## config.mk

```make
export PLATFORM = sky130hd
export DESIGN_NAME = funct_generator_wave_gen
export DESIGN_NICKNAME = d
export VERILOG_FILES = /design/src/rtl/funct_generator_wave_gen.sv
export SDC_FILE = /design/constraint.sdc
export NUM_CORES = 1
export LEC_CHECK = 0
export ABC_AREA = 1
export BUFFER_PORTS_ARGS = -buffer_cell sky130_fd_sc_hd__buf_2
export CAP_MARGIN = 20
export CORE_ASPECT_RATIO = 1.5
export CORE_MARGIN = 2
export CORE_UTILIZATION = 60
export CTS_CLUSTER_SIZE = 14
export DETAILED_ROUTE_END_ITERATION = 16
export PLACE_DENSITY = 0.8
export SYNTH_ARGS = -nofsm -noshare
export SYNTH_HDL_FRONTEND = slang
export SYNTH_SLANG_ARGS = --single-unit
export TNS_END_PERCENT = 50
```

## constraint.sdc

```tcl
create_clock -name clk -period 2.7 [get_ports clk]
set_input_delay 0.27 -clock clk [delete_from_list [all_inputs] [get_ports clk]]
set_output_delay 0.27 -clock clk [all_outputs]
set_load 0.01 [all_outputs]
```

## src/rtl/funct_generator_wave_gen.sv

```systemverilog
// Waveform sample source: a tick divider paces sawtooth, triangle, square and
// ramp-down samples onto a valid/ready handshake feeding the holding register.
module funct_generator_wave_gen #(
  parameter int DATA_WIDTH = 8,
  parameter int DIV_WIDTH  = 16
) (
  input  logic                  clk,
  input  logic                  rst,
  input  logic                  start,
  input  logic                  stop,
  input  logic [1:0]            wave_sel,
  input  logic [DIV_WIDTH-1:0]  divisor,
  input  logic [DATA_WIDTH-1:0] step,
  input  logic                  sample_ready,
  output logic [DATA_WIDTH-1:0] sample,
  output logic                  sample_valid,
  output logic                  busy,
  output logic                  clr_out
);

  typedef enum logic [1:0] {IDLE, COUNT, EMIT} state_t;

  localparam logic [DATA_WIDTH-1:0] MAX     = '1;
  localparam logic [DIV_WIDTH-1:0]  DIV_ONE = {{(DIV_WIDTH-1){1'b0}}, 1'b1};

  localparam logic [1:0] WAVE_SAW  = 2'd0;
  localparam logic [1:0] WAVE_TRI  = 2'd1;
  localparam logic [1:0] WAVE_SQR  = 2'd2;

  state_t                state_reg, state_next;
  logic [1:0]            wave_reg, wave_next;
  logic [DIV_WIDTH-1:0]  div_reg, div_next;
  logic [DIV_WIDTH-1:0]  div_cnt_reg, div_cnt_next;
  logic [DATA_WIDTH-1:0] step_reg, step_next;
  logic [DATA_WIDTH-1:0] phase_reg, phase_next;
  logic [DATA_WIDTH-1:0] tri_reg, tri_next;
  logic                  tri_down_reg, tri_down_next;
  logic [DATA_WIDTH-1:0] sample_reg, sample_next;
  logic                  valid_reg, valid_next;
  logic                  clr_reg, clr_next;

  logic [DATA_WIDTH-1:0] ramp_val;
  logic [DATA_WIDTH-1:0] square_val;
  logic [DATA_WIDTH-1:0] mapped_val;

  // MAX-phase is simply the bitwise complement; square replicates the phase MSB.
  genvar gi;
  generate
    for (gi = 0; gi < DATA_WIDTH; gi++) begin : g_map
      assign ramp_val[gi]   = ~phase_reg[gi];
      assign square_val[gi] = phase_reg[DATA_WIDTH-1];
    end
  endgenerate

  always_comb begin
    case (wave_reg)
      WAVE_SAW: mapped_val = phase_reg;
      WAVE_TRI: mapped_val = tri_reg;
      WAVE_SQR: mapped_val = square_val;
      default:  mapped_val = ramp_val;
    endcase
  end

  always_ff @(posedge clk) begin
    if (rst) begin
      state_reg    <= IDLE;
      wave_reg     <= '0;
      div_reg      <= DIV_ONE;
      div_cnt_reg  <= '0;
      step_reg     <= '0;
      phase_reg    <= '0;
      tri_reg      <= '0;
      tri_down_reg <= 1'b0;
      sample_reg   <= '0;
      valid_reg    <= 1'b0;
      clr_reg      <= 1'b0;
    end else begin
      state_reg    <= state_next;
      wave_reg     <= wave_next;
      div_reg      <= div_next;
      div_cnt_reg  <= div_cnt_next;
      step_reg     <= step_next;
      phase_reg    <= phase_next;
      tri_reg      <= tri_next;
      tri_down_reg <= tri_down_next;
      sample_reg   <= sample_next;
      valid_reg    <= valid_next;
      clr_reg      <= clr_next;
    end
  end

  always_comb begin
    state_next    = state_reg;
    wave_next     = wave_reg;
    div_next      = div_reg;
    div_cnt_next  = div_cnt_reg;
    step_next     = step_reg;
    phase_next    = phase_reg;
    tri_next      = tri_reg;
    tri_down_next = tri_down_reg;
    sample_next   = sample_reg;
    valid_next    = valid_reg;
    clr_next      = 1'b0;

    case (state_reg)
      IDLE: begin
        if (start && !stop) begin
          wave_next     = wave_sel;
          div_next      = (divisor == '0) ? DIV_ONE : divisor;
          step_next     = step;
          phase_next    = '0;
          tri_next      = '0;
          tri_down_next = 1'b0;
          div_cnt_next  = '0;
          clr_next      = 1'b1;
          state_next    = COUNT;
        end
      end
      COUNT: begin
        if (stop) begin
          valid_next = 1'b0;
          state_next = IDLE;
        end else if (div_cnt_reg == div_reg - DIV_ONE) begin
          div_cnt_next = '0;
          sample_next  = mapped_val;
          valid_next   = 1'b1;
          state_next   = EMIT;
        end else begin
          div_cnt_next = div_cnt_reg + DIV_ONE;
        end
      end
      EMIT: begin
        // A stop drops the pending sample even when ready is high.
        if (stop) begin
          valid_next = 1'b0;
          state_next = IDLE;
        end else if (sample_ready) begin
          valid_next = 1'b0;
          phase_next = phase_reg + step_reg;
          // Compare against MAX-step / step so the triangle never overflows.
          if (!tri_down_reg) begin
            if (tri_reg > (MAX - step_reg)) begin
              tri_next      = MAX;
              tri_down_next = 1'b1;
            end else begin
              tri_next = tri_reg + step_reg;
            end
          end else begin
            if (tri_reg < step_reg) begin
              tri_next      = '0;
              tri_down_next = 1'b0;
            end else begin
              tri_next = tri_reg - step_reg;
            end
          end
          state_next = COUNT;
        end
      end
      default: state_next = IDLE;
    endcase
  end

  assign sample       = sample_reg;
  assign sample_valid = valid_reg;
  assign busy         = (state_reg != IDLE);
  assign clr_out      = clr_reg;

endmodule

```

==> metrics.md <==
| Metric | Value |
|---|---|
| Cell leakage power | `~0.0028 uW` |
| Combined area of the multi-input logic cells | `0.003263 sq mm` |
| Sum Neg Setup Slack | `0 ns` |
| Max-cap check violation count | `0` |
| Global placement routability congestion | `~0.97` |
| Worst setup SP type | `register` |
| Final setup viols | `0` |
| Iteration-0 DRC Markers | `311` |
| Gr usage total | `32.10%` |
| Type of element capturing the critical path | `register` |
| Cell area after placement | `0.005553 sq mm` |
| Final period utilization | `between 80% and 90%` |
| CP Cell Sequence | `inv_1 -> ha_1 -> nand2_4 -> nor2_8 -> nand3b_2 -> nand2_2 -> nand3_2 -> nor2_4 -> nand3_4 -> nor2_4 -> nor2_1 -> nor2_1` |
| Latest clock arrival within the worst-skew pair | `~0.34 ns` |
| Peak supply drop | `0.0004305 V` |
| DRC violations left | `0` |
| CTS tree | `built` |
| Final critical-path required period | `around 2.4 ns` |
| Tightest slew margin relative to the limit | `29.10%` |
| First-pass GRT wire length | `roughly 24000 microns` |
| HPWL Detailed | `10970 microns` |
| Number of vias in the routed layout | `5329` |
| Global routing met1 resource utilization | `31.98%` |
| GRT overflow | `0` |
| Post-CTS clock slew at the launch and capture registers of the worst setup and hold paths | `0.06 ns` |
| Die X | `80.51 microns` |
| Startpoint of the lowest-slack register-to-register path | `div_reg[0]` |
| Placement Setup Slack | `0.3469 ns` |
| Final worst-path setup slack | `0.3467 ns` |
| Synthesized Nets | `roughly 860` |
| Vias in the first global route | `5228` |
| Buffer count from post-CTS setup fixing | `0` |
| Area leader, netlist | `sky130_fd_sc_hd__dfxtp_1` |
| Filler Cells Inserted | `776` |
| Synth warnings | `0` |
| Maximum clock insertion buffer count | `2` |
| Post-DRT Antenna Nets | `0` |
| Pwr/cell area | `approximately 470 mW/mm^2` |
| Busiest layer in global routing | `met2` |
| Number of cells produced by synthesis | `~800` |
| Prevailing post-synth register cell | `sky130_fd_sc_hd__dfxtp_1` |
| Slowest stage cell, crit path | `sky130_fd_sc_hd__ha_1` |
| Run status | `complete, no violations` |
| Count of flip-flops with a built-in enable after synthesis | `0` |
| Crit path max-delay family | `simple AND/OR/NAND/NOR gates` |
| Met3 usage | `under 10%` |
| Die area | `0.009562 sq mm` |
| Area share of the largest cell type after synthesis | `26.98%` |
| CP max FO | `16` |
| CP Data Required Time | `2.98 ns` |
| Leading post-synthesis cells by cell area | `sky130_fd_sc_hd__dfxtp_1 (27%), sky130_fd_sc_hd__nand2_1 (13%), sky130_fd_sc_hd__inv_1 (8.8%)` |
| PortBufs | `slightly above 40` |
| Final Routed Wirelength | `14290 microns` |
| Antenna cell count | `0` |
| Mapped Area | `0.005269 sq mm` |
| Number of antenna violations at the first check in global routing | `0` |
| Worst stage delay on the critical path | `between 0.3 and 0.4 ns` |
| Root Buffer | `sky130_fd_sc_hd__clkbuf_16` |
| Max-slew violation count | `0` |
| H-tree depth | `3` |
| Height of the chip | `~120 microns` |
| Measured slew at the worst slew-check pin | `1.060 ns` |
| Footprint of the flip-flops and latches | `0.001421 sq mm` |
| Most frequently used cell type in the post-synthesis netlist | `sky130_fd_sc_hd__nand2_1` |
| Flip-flop and latch count after synthesis | `71` |
| Type of the setup path with the least slack | `register to register` |
| Gates resized, CTS repair | `0` |
| Core Area | `0.008464 sq mm` |
| GRT met2 Usage | `around three fifths` |
| Async SR Flop Fraction | `0%` |
| Number of distinct standard cells referenced by the synthesized netlist | `41` |
| Clock tree sinks | `just over 70` |
| Pre-Repair DR Iteration Count | `5` |
| List of most frequent post-synthesis cells | `sky130_fd_sc_hd__nand2_1 (179), sky130_fd_sc_hd__inv_1 (123), sky130_fd_sc_hd__dfxtp_1 (71)` |
| Number of top-level pins | `42` |
| Setup skew after layout | `~0.0044 ns` |
| Number of hold-slack violations in the final timing report | `0` |
| Finished layout cell area | `0.005816 sq mm` |
| Ratio of cells with drive above 1 in the final layout | `between 10 and 15%` |
| Inserted Clock Buffers | `9` |
| Drt wl/cell | `between 15 and 20 microns` |
| Synth-to-Final Area Change | `10.38%` |
| Timing-limited maximum frequency | `424.9 MHz` |
| Initial Utilization | `62.25%` |
| Unrepaired setup endpoints after global routing | `false` |
| Critical path buffer and inverter count | `1` |
| Final Total Pwr | `2721 uW` |
| Count of hold buffers inserted by post-cts repair | `0` |
| Min-delay src | `divisor[5]` |
| Site Rows | `41` |
| Pin count of the biggest net entering global routing | `35` |
| Sequential cell area fraction in the yosys report | `between 20% and 30%` |
| Via/cell ratio | `approximately 5.7` |
| Data arrival time of the critical path | `2.63 ns` |
| Nets | `892` |
| CP Launch Point | `div_reg[0]` |
| Min-Delay Path Class | `input port to register` |
| Average cell area after synthesis | `6.594 sq um` |
-- path summary, 6_finish.rpt --
check                 end  slack, ns  cells past startpoint
min            div_reg[5]       0.19                      3
max reg2reg     sample[3]       0.35                     12
max             sample[3]       0.35                     12
min reg2reg  sample_valid       0.45                      2
-- tightest hold or removal path, stage by stage --
cell	delay, ns
sky130_fd_sc_hd__buf_2	0.08
sky130_fd_sc_hd__inv_1	0.04
sky130_fd_sc_hd__a21oi_1	0.10
-- placed cells by master (no fill, tap or decap), types with 9 or more instances in the layout --
master and n:
sky130_fd_sc_hd__a21oi_1 63, sky130_fd_sc_hd__nand3_1 57, sky130_fd_sc_hd__nand2_1 179, sky130_fd_sc_hd__inv_1 123, sky130_fd_sc_hd__dfxtp_1 71, sky130_fd_sc_hd__buf_2 41, sky130_fd_sc_hd__nand4_1 22, sky130_fd_sc_hd__nor2_1 59
sky130_fd_sc_hd__ha_1 26, sky130_fd_sc_hd__o21ai_0 45, sky130_fd_sc_hd__clkbuf_16 9, sky130_fd_sc_hd__a21oi_2 10, sky130_fd_sc_hd__nor3_1 10, sky130_fd_sc_hd__xor2_1 25, sky130_fd_sc_hd__nand3_2 14, sky130_fd_sc_hd__xnor2_1 9
-- layer usage --
layer,part of all wire (%),vias to the layer above,wire length [microns]
met2,55,137,7832
met4,5.0,0,710
li1,-,2659,-
met3,3.7,59,531
met1,36,2474,5215
met5,0,-,0
-- report_power, final --
| group | switching [uW] | total, uW | internal [uW] |
|---|---|---|---|
| clock | 466 | 1080 | 614 |
| combinational | 352 | 523 | 170 |
| sequential | 38.5 | 1120 | 1080 |
| total | 857 | 2720 | 1860 |
-- cells by family after synthesis --
kind of cell,Yosys count,share of synthesized area (%)
adders and majority gates,29,7.314
and+or+nand+nor,370,33.60
buffers and inverters,152,11.14
DFF,71,26.98
AOI/OAI and AO/OA,143,15.32
xor gates and xnor gates,34,5.652
-- stage by stage --
stage / std cells / hold WS, ns / util, %
2_1_floorplan: 799 / 0.4146 / -
3_3_place_gp: 928 / 0.4368 / 65.60
3_5_place_dp: 928 / 0.4410 / 65.60
4_1_cts: 943 / 0.1780 / 68.71
5_1_grt: 943 / 0.1966 / 68.71
6_report: 943 / 0.1904 / 68.71
-- area by class of cell --
type	instances	share of cell area (%)
Sequential cell	71	24.44
Clock buffer	9	3.873
Timing Repair Buffer	49	4.561
Multi-Input combinational cell	576	56.11
Tap cell	107	2.302
Clock inverter	6	0.6454
Inverter	125	8.068
(Power assumes the default switching activity.)
